### config.mk
export PLATFORM = sky130hd
export DESIGN_NAME = demux_stream1to4
export DESIGN_NICKNAME = d
export VERILOG_FILES = /design/src/rtl/demux_stream1to4_pkg.sv /design/src/rtl/demux_slot.sv /design/src/rtl/demux_stream1to4.sv
export SDC_FILE = /design/constraint.sdc
export NUM_CORES = 1
export LEC_CHECK = 0
export BUFFER_PORTS_ARGS = -buffer_cell sky130_fd_sc_hd__buf_2
export CORE_MARGIN = 4
export CORE_UTILIZATION = 50
export CTS_CLUSTER_SIZE = 25
export DETAILED_ROUTE_END_ITERATION = 6
export PLACE_DENSITY = 0.81
export RECOVER_POWER = 50
export SYNTH_ARGS = -nofsm -noshare
export SYNTH_HDL_FRONTEND = slang
export SYNTH_SLANG_ARGS = --single-unit
### constraint.sdc
create_clock -name clk -period 1.5 [get_ports clk]
set_input_delay 0.15 -clock clk [delete_from_list [all_inputs] [get_ports clk]]
set_output_delay 0.15 -clock clk [all_outputs]
set_load 0.05 [all_outputs]
### src/rtl/demux_stream1to4_pkg.sv
// Shared sizing constants and address decode for the 1-to-4 stream demultiplexer.
package demux_stream1to4_pkg;

    localparam int unsigned DEMUX_NOUT   = 4;
    localparam int unsigned DEMUX_ADDR_W = 2;
    localparam int unsigned DEMUX_STAT_W = 16;

    typedef logic [DEMUX_NOUT-1:0] chan_mask_t;

    function automatic chan_mask_t addr_decode(input logic [DEMUX_ADDR_W-1:0] addr);
        chan_mask_t mask;
        mask       = '0;
        mask[addr] = 1'b1;
        return mask;
    endfunction

endpackage

### src/rtl/demux_slot.sv
// One-entry holding register for a single demux output channel.
module demux_slot #(
    parameter int unsigned WIDTH = 32
) (
    input  logic             clk,
    input  logic             reset_n,
    input  logic             load,
    input  logic             drain,
    input  logic [WIDTH-1:0] din,
    output logic             valid,
    output logic [WIDTH-1:0] dout
);

    logic             valid_q, valid_d;
    logic [WIDTH-1:0] data_q, data_d;

    // A load wins over a same-cycle drain so the slot refills without a bubble.
    always_comb begin
        valid_d = valid_q;
        data_d  = data_q;
        if (load) begin
            valid_d = 1'b1;
            data_d  = din;
        end else if (drain) begin
            valid_d = 1'b0;
        end
    end

    always_ff @(posedge clk or negedge reset_n) begin
        if (!reset_n) begin
            valid_q <= 1'b0;
            data_q  <= '0;
        end else begin
            valid_q <= valid_d;
            data_q  <= data_d;
        end
    end

    assign valid = valid_q;
    assign dout  = data_q;

endmodule

### src/rtl/demux_stream1to4.sv
// Registered 1-to-4 valid/ready stream demultiplexer, one holding slot per channel.
// Define DEMUX_STATS_EN to add saturating per-channel drain counters stat_cnt0..stat_cnt3.
module demux_stream1to4
    import demux_stream1to4_pkg::*;
#(
    parameter int unsigned WIDTH = 32
) (
    input  logic                    clk,
    input  logic                    reset_n,
    input  logic                    in_valid,
    output logic                    in_ready,
    input  logic [DEMUX_ADDR_W-1:0] in_addr,
    input  logic [WIDTH-1:0]        in_data,
    output logic [DEMUX_NOUT-1:0]   out_valid,
    input  logic [DEMUX_NOUT-1:0]   out_ready,
    output logic [WIDTH-1:0]        out_data0,
    output logic [WIDTH-1:0]        out_data1,
    output logic [WIDTH-1:0]        out_data2,
`ifdef DEMUX_STATS_EN
    output logic [DEMUX_STAT_W-1:0] stat_cnt0,
    output logic [DEMUX_STAT_W-1:0] stat_cnt1,
    output logic [DEMUX_STAT_W-1:0] stat_cnt2,
    output logic [DEMUX_STAT_W-1:0] stat_cnt3,
`endif
    output logic [WIDTH-1:0]        out_data3
);

    chan_mask_t       sel;
    chan_mask_t       load;
    chan_mask_t       drain;
    logic [WIDTH-1:0] slot_data [DEMUX_NOUT];

    assign sel      = addr_decode(in_addr);
    // A full slot that drains this cycle still accepts, keeping 1 word/cycle per channel.
    assign in_ready = ~out_valid[in_addr] | out_ready[in_addr];
    assign load     = sel & {DEMUX_NOUT{in_valid & in_ready}};
    assign drain    = out_valid & out_ready;

    for (genvar k = 0; k < DEMUX_NOUT; k++) begin : g_slot
        demux_slot #(
            .WIDTH(WIDTH)
        ) u_slot (
            .clk    (clk),
            .reset_n(reset_n),
            .load   (load[k]),
            .drain  (drain[k]),
            .din    (in_data),
            .valid  (out_valid[k]),
            .dout   (slot_data[k])
        );
    end

    assign out_data0 = slot_data[0];
    assign out_data1 = slot_data[1];
    assign out_data2 = slot_data[2];
    assign out_data3 = slot_data[3];

`ifdef DEMUX_STATS_EN
    logic [DEMUX_STAT_W-1:0] stat_q [DEMUX_NOUT];

    always_ff @(posedge clk or negedge reset_n) begin
        if (!reset_n) begin
            for (int k = 0; k < DEMUX_NOUT; k++) stat_q[k] <= '0;
        end else begin
            for (int k = 0; k < DEMUX_NOUT; k++) begin
                if (drain[k] && (stat_q[k] != '1)) stat_q[k] <= stat_q[k] + 1'b1;
            end
        end
    end

    assign stat_cnt0 = stat_q[0];
    assign stat_cnt1 = stat_q[1];
    assign stat_cnt2 = stat_q[2];
    assign stat_cnt3 = stat_q[3];
`else
    // Statistics disabled: drains only clear their slots.
`endif

endmodule
[Yosys cells after proc, flatten, opt, wreduce, memory -nomap -nowiden]
Index checks and enable logic that the tools add are counted.
Widths: inputs -> output; s select.
Word-level totals
  latch bits: 0
  memories kept: 0
  bits in read-only memories: 0
  bits of input ports: 41
  register bits after elaboration: 132
  word-level logic and storage cells: 34
  output and inout port bits: 133
  RAM bits: 0
Cells by class
  order comparisons: 2
  equality and inequality tests: 0
  div/mod/pow operators: 0
  add/sub/neg operators: 0
  shift-type cells: 0
  bitwise logic cells: 5
  $mul: 0
  reduce and logical (&&, ||, !) cells: 5
  multiplexer cells: 14
Operator list (number)
  $mux 1: 11
  $and 4x4->4: 2
  $reduce_bool 2->1: 4
  $bmux 1 s2: 2
  $lt 2x3->1 const B: 1
  $demux 1 s2: 1
  $ge 2x1->1 const B: 1
  $and 1x1->1: 1
  $logic_and 1x1->1: 1
  $not 1->1: 1
  $or 1x1->1: 1

[Longest topological paths before layout]
  depth in word-level cells: 7
  mapped depth: 6
  gate-level depth less buffers: 3

[By module]
A second synthesis with hierarchy kept.
Second synthesis, totals
  cell total of the unflattened synthesis: 297
  area total of the unflattened synthesis: 5639.2 µm²
Modules (own cells, without submodules)
  demux_slot: seq. area each 825.8 µm², instances 4, area each 1377.6 µm², cells each 71
  demux_stream1to4: seq. area each 0.0 µm², instances 1, area each 128.9 µm², cells each 13

[Worst setup path after synthesis]
No wires, ideal clock.
  kind: reg-to-reg
  start: register g_slot[1].u_slot.valid_q
  end: register g_slot[1].u_slot.data_q[10]
  cell stages (with the launch flop): 5
  required time: 1375 ps
  setup slack: 130 ps
  path buffers: 1
  data arrival time: 1246 ps
  period minus slack after synthesis: 1370 ps
  library setup time: 125 ps
  path through: dfrtp_1 -> nand2b_1 -> nor3b_4 -> buf_6 -> mux2_2
On the way
  longest elaborated chain between the ends: 6
Ends and longest elaborated chain
  start: declaration: RTL line demux_slot.sv:14  | logic valid_q, valid_d;
  start signal: assignment: RTL line demux_slot.sv:34  | valid_q <= valid_d;
  $bmux 1 s2: RTL line demux_stream1to4.sv:35  | assign in_ready = ~out_valid[in_addr] | out_ready[in_addr];
  $mux 1 (implied by the code): RTL line demux_stream1to4.sv:35
  $not 1->1: RTL line demux_stream1to4.sv:35
  $or 1x1->1: RTL line demux_stream1to4.sv:35
  $and 1x1->1: RTL line demux_stream1to4.sv:36  | assign load = sel & {DEMUX_NOUT{in_valid & in_ready}};
  $and 4x4->4: RTL line demux_stream1to4.sv:36
  end signal: assignment: RTL line demux_slot.sv:35  | data_q <= data_d;
  end: declaration: RTL line demux_slot.sv:15  | logic [WIDTH-1:0] data_q, data_d;
No other way between the ends. The select of a mux whose other input is x is not followed.
A chain may end at the register's enable or synchronous reset.

[Worst setup path after layout]
  start: register g_slot[3].u_slot.valid_q
  end: output in_ready
On the way
  longest elaborated chain between the ends: 4
Ends and longest elaborated chain
  start: declaration: RTL line demux_slot.sv:14
  start signal: assignment: RTL line demux_slot.sv:34
  $bmux 1 s2: RTL line demux_stream1to4.sv:35
  $mux 1 (implied by the code): RTL line demux_stream1to4.sv:35
  $not 1->1: RTL line demux_stream1to4.sv:35
  $or 1x1->1: RTL line demux_stream1to4.sv:35
  end: declaration: RTL line demux_stream1to4.sv:11  | output logic in_ready,
No other way between the ends. The select of a mux whose other input is x is not followed.

==> key figures <==
Setup path
  • Worst-path cell with the longest stage delay: sky130_fd_sc_hd__mux4_2
  • Maximum net fanout on the critical path: 2
  • Critical path class: register to output port
  • Critical Path Start Type: register
  • Cell family contributing the most delay on the critical path: multiplexers
  • Critical Path End Type: output port
  • Critical path cell sequence: nand2b_1, mux4_2, buf_6
  • Critical Path AT: 1.65 ns
  • RR Startpoint: g_slot[1].u_slot.valid
  • Critical Path RT: ~1.4 ns
  • Delay of the slowest critical-path stage: 0.50 ns
  • Crit path buf inv count: 1
  • CP startpoint: g_slot[3].u_slot.valid

Clock tree
  • Clk Latency, worst-skew pair: 0.52 ns
  • CTS tree: yes
  • Clock slew seen by the registers of the worst setup and hold paths: 0.06 ns
  • Clock buffers created by TritonCTS: 17
  • Clock Sinks: 132
  • Buffer depth of the longest clock path: 2
  • Cell at the root of the clock tree: sky130_fd_sc_hd__clkbuf_8
  • H-Tree Depth: 4

Synthesis
  • Largest cells by area after synthesis: sky130_fd_sc_hd__dfrtp_1 66%, sky130_fd_sc_hd__mux2_2 28%, sky130_fd_sc_hd__buf_6 2.0%
  • Mean instance size in the synthesized netlist: 17.0 sq um
  • Number of storage elements in the synthesis netlist: 132
  • Post-synthesis cell count: ~300
  • Total of warnings raised by yosys: 0
  • Number of different library cells in the post-synthesis netlist: 17
  • Proportion of netlist area held by the largest area contributor: 65.7%
  • Proportion of synthesized chip area in sequential cells: 65.7%
  • Largest area contributor in the netlist: sky130_fd_sc_hd__dfrtp_1
  • Syn_nets: 337
  • Post-synthesis instance area: 5030 sq um

Outcome
  • Violations in the final reports: setup timing
  • Run status: finished, violations left

Power
  • Total power: 14.0 mW
  • Cell internal power dissipation: between 8 and 9 mW
  • Switching part of the total: 39.2%
  • Clk network pwr share: roughly 31%
  • Worst vdd ir: 1.01 mV
  • Share of total power in combinational logic: 35.7%
  • Leakage power summed over all cells: 3.69 nW
  • Power per Cell Area: 1840 nW/um^2
  • Switching power: ~5.5 mW
  • Sequential group share of total power: 33.9%

Routing
  • Vias post-DR: 3,471
  • First-pass DRT Iterations: 4
  • Routed wire length: approximately 14 mm
  • Violation count after the first detailed-route iteration: 122
  • Post-detailed-route count of antenna-violating nets: 0
  • Avg WL per Cell: between 20 and 25 um
  • Number of remaining DRC errors: 0
  • Average via count per standard cell: 5.09

Min path
  • Critical hold path startpoint: in_addr[1]
  • Hold/Removal Path Class: primary input to register

STA
  • Finish-stage setup viols: 48
  • Crit path setup slack, layout: -0.304 ns
  • Max-slew violation count: 0
  • Period minus WS final: between 1.5 and 2 ns
  • Post-route setup TNS: -4.22 ns
  • Largest clock skew in the final design: 0.00816 ns
  • Worst slew pin tran: 0.871 ns
  • Share of the clock period used by the worst path after layout: 120%
  • Count of endpoints failing hold in the final timing report: 0
  • Setup repair after global routing missed its margin: yes
  • Normalized max-slew margin: 42.0%
  • Fmax: approximately 0.55 GHz

Floorplanning
  • Floorplan row count: 36
  • Top-Level Pins: 174
  • Die Y-Extent: 108 um
  • Effective utilization at floorplan: roughly 51%
  • Die ar.: 11,700 sq um
  • X dimension of the die: 108 um
  • Core area: 9770 sq um

Cells and area
  • Multi-input combinational cell area: 1780 sq um
  • Fill count: 579
  • Most common cell after layout, fill and taps aside: sky130_fd_sc_hd__buf_2
  • Final #Nets: 576
  • Area Overhead vs Synth: 51.0%
  • Most frequent cells in the layout: 170 x sky130_fd_sc_hd__buf_2, 132 x sky130_fd_sc_hd__dfrtp_1, 71 x sky130_fd_sc_hd__mux2_2
  • Ratio of cells with drive above 1 in the final layout: around two thirds
  • Utilization after layout: 77.7%
  • Final std cells w/o fill: 682
  • Sequential cell area: 3300 sq um

Global routing
  • Vias in the first global route: 3,864
  • Initial antenna violation count: 0
  • Overall fraction of global-route tracks in use: 24.7%
  • Remaining global-route overflow: 0
  • Pin count of the biggest net entering global routing: 51
  • Wire length of the first global-routing pass: 21.4 mm

Placed design
  • Placed cell count: 594
  • Final RePlAce weighted congestion: roughly 0.75
  • Input/output buffers: 173
  • DPL Wire Length: 8.23 mm

Flow run
  • Max capacitance violation total: 0
==> synthesized netlist by cell type (all sizes together) <==
master  number
clkbuf       1
buf         18
mux2       128
mux4         1
nor2b        2
dfrtp      132
o21ai        1
nand3b       1
nand3        1
nand2b       4
nand2        5
nor3b        1
and3         1
==> per-layer routing <==
metal / GRT usage [%] / vias to the layer above / share of wire [%]
li1: - / 1519 / -
met1: 28.5 / 1796 / 39
met2: 41.7 / 126 / 52
met3: 8.06 / 30 / 5.9
met4: 12.1 / 0 / 2.8
met5: 0 / - / 0
==> through the flow <==
stage / area [sq um] / hold slack, ns / setup WS [ns]
2_1_floorplan: 5030 / -0.146 / 0.130
3_3_place_gp: 6110 / 0.0287 / 0.0776
3_5_place_dp: 6110 / 0.0312 / 0.0336
4_1_cts: 7440 / 0.0213 / -0.310
5_1_grt: 7590 / 0.0579 / -0.362
6_report: 7600 / 0.0568 / -0.304
==> state kept, by name, indices dropped and copies added (netlist names) <==
signal	cells
g_slot.u_slot.dout	128
g_slot.u_slot.valid	4
==> cell type report <==
type	count	share of cell area [%]
tap	133	2.19
multi-input combinational	145	23.5
sequential	132	43.5
clock inverter	10	1.93
antenna	1	0.0329
clock buffer	22	6.23
timing repair buffer	239	22.7
==> power groups by stage <==
| stage | clock network (mW) | logic, mW | registers [mW] |
|---|---|---|---|
| CTS | 4.31 | 4.87 | 4.70 |
| global placement | 0 | 4.53 | 4.70 |
| global route | 4.50 | 5.15 | 4.81 |
| floorplan | 0 | 0.800 | 7.32 |
| finish | 4.25 | 4.98 | 4.73 |
| detailed placement | 0 | 4.60 | 4.74 |
==> worst reg2reg max path, cell delays in order (launching register included) <==
cell and delay [ns]:
sky130_fd_sc_hd__dfrtp_1 0.40, sky130_fd_sc_hd__nand2b_1 0.10, sky130_fd_sc_hd__buf_4 0.12, sky130_fd_sc_hd__nor3b_4 0.23, sky130_fd_sc_hd__buf_6 0.17, sky130_fd_sc_hd__buf_4 0.12
sky130_fd_sc_hd__buf_12 0.12, sky130_fd_sc_hd__mux2_4 0.31
==> final timing paths <==
path | slack [ns] | end | cells after the start
max | -0.30 | in_ready | 3
min | 0.06 | g_slot[1].u_slot.valid | 2
max reg2reg | -0.19 | g_slot[1].u_slot.dout[4] | 7
min reg2reg | 0.48 | g_slot[2].u_slot.dout[18] | 1
max in group asynchronous | 0.30 | g_slot[3].u_slot.dout[27] | 3
min in group asynchronous | 0.27 | g_slot[0].u_slot.dout[6] | 2
==> cells by family after synthesis <==
group / share of synthesized area [%]
compound gates: 0.0994
simple gates: 1.92
buf+inv: 3.21
mux: 29.1
flops: 65.7
==> timing repair <==
| item | 4_1_cts | 5_1_grt |
|---|---|---|
| setup endpoints to repair | 33 | 65 |
| gates cloned | 4 | 3 |
| hold buffers | 38 | 0 |
| gates resized for setup | 42 | 29 |
| hold endpoints to repair | 263 | 0 |
| setup buffers | 9 | 3 |
Power figures use the tool's default switching activity.
